**config.mk**
```make
export PLATFORM = sky130hd
export DESIGN_NAME = dac_update_seq
export DESIGN_NICKNAME = d
export VERILOG_FILES = /design/src/rtl/dac_update_seq.sv
export SDC_FILE = /design/constraint.sdc
export NUM_CORES = 1
export LEC_CHECK = 0
export ABC_AREA = 0
export CAP_MARGIN = 20
export CELL_PAD_IN_SITES_DETAIL_PLACEMENT = 1
export CELL_PAD_IN_SITES_GLOBAL_PLACEMENT = 1
export CORE_MARGIN = 10
export CORE_UTILIZATION = 25
export DETAILED_ROUTE_END_ITERATION = 8
export PLACE_DENSITY_LB_ADDON = 0.1
export SYNTH_ARGS = -nofsm -noshare
export SYNTH_HDL_FRONTEND = slang
export SYNTH_SLANG_ARGS = --single-unit
```
**constraint.sdc**
```tcl
create_clock -name clk50 -period 3.8 [get_ports clk50]
set_input_delay 0.57 -clock clk50 [delete_from_list [all_inputs] [get_ports clk50]]
set_output_delay 0.57 -clock clk50 [all_outputs]
set_load 0.02 [all_outputs]
```
**src/rtl/dac_update_seq.sv**
```systemverilog
// dac_update_seq: accumulates signed PID corrections into a saturating
// 16-bit DAC code and sends every new code to a byte-wide SPI master as a
// two-byte frame (high byte first) over a ready/valid handshake.
// Optional feature macro: DAC_SLEW_LIMIT_EN (limits each correction to
// +/-MAX_STEP before accumulation; MAX_STEP only exists when it is defined).

`timescale 1ns/1ps

module dac_update_seq #(
    parameter logic [15:0] INIT_VAL  = 16'h9E23,
    parameter logic [15:0] DAC_MIN   = 16'h0000,
    parameter logic [15:0] DAC_MAX   = 16'hFFFF,
    parameter logic [15:0] FRAME_GAP = 16'd64
`ifdef DAC_SLEW_LIMIT_EN
    ,
    parameter logic [15:0] MAX_STEP  = 16'd256
`endif
) (
    input  logic        clk50,
    input  logic        reset,
    input  logic [15:0] pid_out,
    input  logic        pid_valid,
    input  logic        spi_tx_ready,
    output logic [7:0]  spi_tx_byte,
    output logic        spi_tx_dv,
    output logic [15:0] dac_val,
    output logic        busy,
    output logic        sat_hi,
    output logic        sat_lo,
    input  logic        sat_clr,
    output logic [15:0] frame_count
);

    typedef enum logic [2:0] {
        IDLE,
        LOAD_HI,
        WAIT_HI,
        LOAD_LO,
        WAIT_LO
    } state_t;

    localparam logic signed [17:0] MinSum = {2'b00, DAC_MIN};
    localparam logic signed [17:0] MaxSum = {2'b00, DAC_MAX};
`ifdef DAC_SLEW_LIMIT_EN
    localparam logic signed [17:0] MaxStep = {2'b00, MAX_STEP};
`endif

    state_t             state_q, state_d;
    logic               skip_q, skip_d;
    logic [15:0]        txWord_q, txWord_d;
    logic [15:0]        dac_q, dac_d;
    logic               pending_q, pending_d;
    logic [15:0]        gap_q, gap_d;
    logic [15:0]        frameCnt_q, frameCnt_d;
    logic               satHi_q, satHi_d;
    logic               satLo_q, satLo_d;
    logic [7:0]         byte_q, byte_d;
    logic               strobe;
    logic               clampHi, clampLo;
    logic signed [17:0] step;
    logic signed [17:0] sum;

    // Widen the correction to 18 bits (optionally slew-limited) and form the raw sum.
    always_comb begin
        step = {{2{pid_out[15]}}, pid_out};
`ifdef DAC_SLEW_LIMIT_EN
        if (step > MaxStep) begin
            step = MaxStep;
        end else if (step < -MaxStep) begin
            step = -MaxStep;
        end
`endif
        sum = $signed({2'b00, dac_q}) + step;
    end

    // Clamp the sum into [DAC_MIN, DAC_MAX]; a clamp beats sat_clr on the sticky flags.
    always_comb begin
        clampHi = pid_valid && (sum > MaxSum);
        clampLo = pid_valid && (sum < MinSum);
        dac_d   = dac_q;
        if (pid_valid) begin
            if (clampHi) begin
                dac_d = DAC_MAX;
            end else if (clampLo) begin
                dac_d = DAC_MIN;
            end else begin
                dac_d = sum[15:0];
            end
        end
        satHi_d = clampHi | (satHi_q & ~sat_clr);
        satLo_d = clampLo | (satLo_q & ~sat_clr);
    end

    // Frame sequencer: latch a snapshot of the code, then hand out two bytes with gaps.
    always_comb begin
        state_d    = state_q;
        skip_d     = skip_q;
        txWord_d   = txWord_q;
        pending_d  = pending_q | pid_valid;
        gap_d      = gap_q;
        frameCnt_d = frameCnt_q;
        byte_d     = byte_q;
        strobe     = 1'b0;
        unique case (state_q)
            IDLE: begin
                if (gap_q != 16'd0) begin
                    gap_d = gap_q - 16'd1;
                end else if (pending_q) begin
                    txWord_d  = dac_q;
                    pending_d = pid_valid;
                    state_d   = LOAD_HI;
                end
            end
            LOAD_HI: begin
                if (spi_tx_ready) begin
                    strobe  = 1'b1;
                    byte_d  = txWord_q[15:8];
                    skip_d  = 1'b1;
                    state_d = WAIT_HI;
                end
            end
            WAIT_HI: begin
                if (skip_q) begin
                    skip_d = 1'b0;
                end else if (spi_tx_ready) begin
                    state_d = LOAD_LO;
                end
            end
            LOAD_LO: begin
                strobe  = 1'b1;
                byte_d  = txWord_q[7:0];
                skip_d  = 1'b1;
                state_d = WAIT_LO;
            end
            WAIT_LO: begin
                if (skip_q) begin
                    skip_d = 1'b0;
                end else if (spi_tx_ready) begin
                    frameCnt_d = frameCnt_q + 16'd1;
                    gap_d      = FRAME_GAP;
                    state_d    = IDLE;
                end
            end
            default: begin
                state_d = IDLE;
            end
        endcase
    end

    // State and data registers; reset restarts with the INIT_VAL frame queued in LOAD_HI.
    always_ff @(posedge clk50 or posedge reset) begin
        if (reset) begin
            state_q    <= LOAD_HI;
            skip_q     <= 1'b0;
            txWord_q   <= INIT_VAL;
            dac_q      <= INIT_VAL;
            pending_q  <= 1'b0;
            gap_q      <= 16'd0;
            frameCnt_q <= 16'd0;
            satHi_q    <= 1'b0;
            satLo_q    <= 1'b0;
            byte_q     <= 8'd0;
        end else begin
            state_q    <= state_d;
            skip_q     <= skip_d;
            txWord_q   <= txWord_d;
            dac_q      <= dac_d;
            pending_q  <= pending_d;
            gap_q      <= gap_d;
            frameCnt_q <= frameCnt_d;
            satHi_q    <= satHi_d;
            satLo_q    <= satLo_d;
            byte_q     <= byte_d;
        end
    end

    // The strobe is gated by reset so an abandoned frame never emits a byte.
    assign spi_tx_dv   = strobe & ~reset;
    assign spi_tx_byte = spi_tx_dv ? byte_d : byte_q;
    assign dac_val     = dac_q;
    assign busy        = pending_q | (state_q != IDLE);
    assign sat_hi      = satHi_q;
    assign sat_lo      = satLo_q;
    assign frame_count = frameCnt_q;

endmodule

```
==> run_results.csv, run 1 <==
group,metric,value,unit
sta,fin_hold_ws,0.4668,ns
routing,wirelength,13210,um
sta,grt_setup_unrepaired,"no",
global_route,grt_first_pass_wirelength,21980,um
die,std_cell_rows,49,
yosys,synth.cell_area,0.004594,mm^2
yosys,synth_largest_area_cell,"sky130_fd_sc_hd__dfrtp_1",
die,starting_utilization_of_the_core_area,25.49,%
sta,timing.final.crit_share,90.28,%
worst_hold_path,hp-class,"reg2reg",
critical_path,setup.worst_path.end,"spi_tx_byte[0]",
die,boundaryPins,65,
pwr,power.ir.vdd_worst,0.0002182,V
sta,finalMaxSlewViolations,0,
sta,worst-slew-pin-transition,0.6666,ns
die,dieWidth,155.6,um
critical_path,critPathKind,"in2out",
clock_tree,clock_sinks,79,
yosys,synth_top_cells_by_area,"sky130_fd_sc_hd__dfrtp_1 34%, sky130_fd_sc_hd__dfstp_2 9.7%, sky130_fd_sc_hd__nor2_1 6.3%",
routing,ant_nets_after_route,0,
global_route,grt_max_degree,53,
clock_tree,clock_path_buffers,2,
sta,fin_skew,0.008359,ns
sta,maxClockFrequency,291.5,MHz
yosys,post_synth_inst_count,468,
global_route,gr-total-overflow,0,
die,die_h,155.6,um
critical_path,worst-endpoint-arrival,2.86,ns
final_layout,finalNetCount,591,
pwr,powerDensity,573.4,mW/mm^2
global_route,antenna_found_initial,0,
clock_tree,post_cts.repair.setup_buffers,0,
critical_path,worst-r2r-setup-slack,0.87,ns
global_route,grt_util_all_layers,11.16,%
routing,detail_route.first_pass.iterations,4,
final_layout,syn_to_final_growth,29.03,%
clock_tree,postCtsHoldBufs,0,
final_layout,nFillCells,2061,
routing,dr.first_iter.drc_count,112,
sta,final-hold-violation-count,0,
yosys,post_synthesis_sequential_element_count,79,
yosys,share_of_the_yosys_chip_area_belonging_to_registers,43.49,%
critical_path,reg2reg_from,"dac_val[0]",
yosys,synth_fp_nets,509,
yosys,synth_async_sr_flop_share,100.0,%
clock_tree,htreeDepth,3,
run,drv_cap,0,
critical_path,crit_path_start_kind,"primary input",
placement,routability_congestion_estimate,0.7975,
clock_tree,cts_root_buf,"sky130_fd_sc_hd__clkbuf_16",
critical_path,startpoint,"spi_tx_ready",
placement,hpwlAfterDp,10320,um
yosys,portion_of_synthesized_cell_area_occupied_by_the_leading_cell_type,33.77,%
critical_path,setup.worst_path.end_class,"output pin",
clock_tree,clk_latency,0.33,ns
global_route,number_of_global_route_vias_before_repair,4061,
yosys,post-synth-top-count-cell,"sky130_fd_sc_hd__nor2_1",
yosys,syn-mean-instance-area,9.817,um^2
yosys,top_cell_types_by_occurrence_after_synthesis,"77 x sky130_fd_sc_hd__nor2_1, 62 x sky130_fd_sc_hd__dfrtp_1, 29 x sky130_fd_sc_hd__nand2_1, 24 x sky130_fd_sc_hd__a21oi_1, 22 x sky130_fd_sc_hd__xor2_1",
yosys,yosysUniqueCellTypes,61,
clock_tree,tritoncts,"yes",
yosys,ys.flop_type,"sky130_fd_sc_hd__dfrtp_1",
sta,max_slew_margin,55.47,%
critical_path,timing.reg2reg.worst_path_depth,11,
clock_tree,path_clk_slew,0.06,ns
pwr,static-leakage-power,2.550,nW
pwr,report.power.total,0.003399,W
outcome,run_status,"complete, no violations",
die,core-area,0.01802,mm^2
critical_path,reg2reg_to,"dac_val[14]",
placement,worst_slack_at_placement,-0.08733,ns
clock_tree,number_of_buffers_created_by_cts,9,
die,fp.dieArea,0.02420,mm^2
routing,route.detailed.drc,0,
sta,final-setup-viol-count,0,
routing,via_count_normalized_by_instance_count,4.716,
final_layout,final_core_utilization,32.89,%
sta,period_needed,3.431,ns
final_layout,drive_above_1_share,16.94,%
sta,final.setup.tns,0,ns
routing,wl_per_cell,16.85,um
sta,worst_slack,0.3692,ns
yosys,ys.warnings.count,0,
final_layout,diodes,0,
routing,num_vias,3697,
critical_path,cp.required,3.23,ns
clock_tree,cts_resized,0,
critical_path,cp_max_fo,15,
placement,port_buffers,64,
yosys,number_of_flops_mapped_to_enable_cells_by_yosys,0,
==> critical path, stage by stage <==
cell                              delay, ns
sky130_fd_sc_hd__clkdlybuf4s50_1       0.51
sky130_fd_sc_hd__buf_4                 0.23
sky130_fd_sc_hd__nor2b_1               0.34
sky130_fd_sc_hd__a22oi_1               0.15
sky130_fd_sc_hd__o21ai_0               0.23
sky130_fd_sc_hd__mux2_2                0.21
sky130_fd_sc_hd__clkdlybuf4s50_1       0.61
==> per-stage QoR <==
stage	cells	instance area (um^2)
6_report	784	5928
5_1_grt	784	5928
4_1_cts	782	5916
3_5_place_dp	766	5607
3_3_place_gp	766	5607
2_1_floorplan	468	4594
==> metal layers <==
layer  track usage, %  part of all wire [%]
met1            14.24                    47
met3            2.867                   4.3
met5                0                     0
met2            18.10                    47
met4            3.387                   1.4
==> sequential cells by signal, summed over array words and instances (netlist names) <==
signal       flops
dac_val         16
frame_count     16
skip_q           1
txWord_q        16
gap_q           16
pending_q        1
sat_lo           1
state_q          3
byte_q           8
sat_hi           1
==> where the power goes <==
group	internal (W)	switching [W]	leakage [nW]
clock	0.000544	0.000347	0.152
sequential	0.000963	0.000132	0.975
combinational	0.000651	0.000762	1.42
total	0.00216	0.00124	2.55
==> logic make-up after synthesis <==
logic type / share of synthesized area [%]
and+or+nand+nor: 18.00
buffers and inverters: 3.431
AOI/OAI and AO/OA: 14.24
muxes: 7.598
xor gates and xnor gates: 7.625
DFF: 43.49
adders and majority gates: 5.610
==> area by class of cell <==
cell class	count	area (um^2)	share of cell area (%)
Clock buffer	11	252.7	4.263
Clock inverter	5	56.30	0.9498
Inverter	13	50.05	0.8442
Multi-Input combinational cell	357	2439	41.14
Sequential cell	79	1998	33.71
Tap cell	229	286.5	4.833
Timing Repair Buffer	90	845.8	14.27
==> cell usage in the layout (no fill, tap or decap), drive strengths merged, types with 5 or more instances in the layout <==
cell	count
nor2	77
clkdlybuf4s50	64
dfrtp	62
nand2	29
buf	25
mux2	25
a21oi	24
xor2	22
ha	19
xnor2	18
dfstp	17
nand3	15
a311oi	13
o21ai	13
inv	12
clkbuf	12
nand2b	8
nor3	8
a21o	7
o22ai	7
and3	7
or3	5
a31oi	5
==> worst min path at each step <==
stage	startpoint	to	slack [ns]	depth (start not counted)
2_1_floorplan	byte_q[0]	byte_q[0]	0.47	2
3_3_place_gp	frame_count[15]	frame_count[15]	0.46	1
3_5_place_dp	frame_count[15]	frame_count[15]	0.47	1
4_1_cts	frame_count[15]	frame_count[15]	0.48	1
5_1_grt	frame_count[15]	frame_count[15]	0.48	1
6_report	frame_count[15]	frame_count[15]	0.47	1
Note: power is estimated with default switching activity, not from simulation.
==> run 2, diff against run 1 <==
--- a/config.mk
+++ b/config.mk
@@ -13,6 +13,7 @@
 export CORE_UTILIZATION = 25
 export DETAILED_ROUTE_END_ITERATION = 8
 export PLACE_DENSITY_LB_ADDON = 0.1
+export SKIP_LAST_GASP = 1
 export SYNTH_ARGS = -nofsm -noshare
 export SYNTH_HDL_FRONTEND = slang
 export SYNTH_SLANG_ARGS = --single-unit
==> results of run 2 <==
Same layout as run 1: the final DEF is identical, and so are final timing and power.
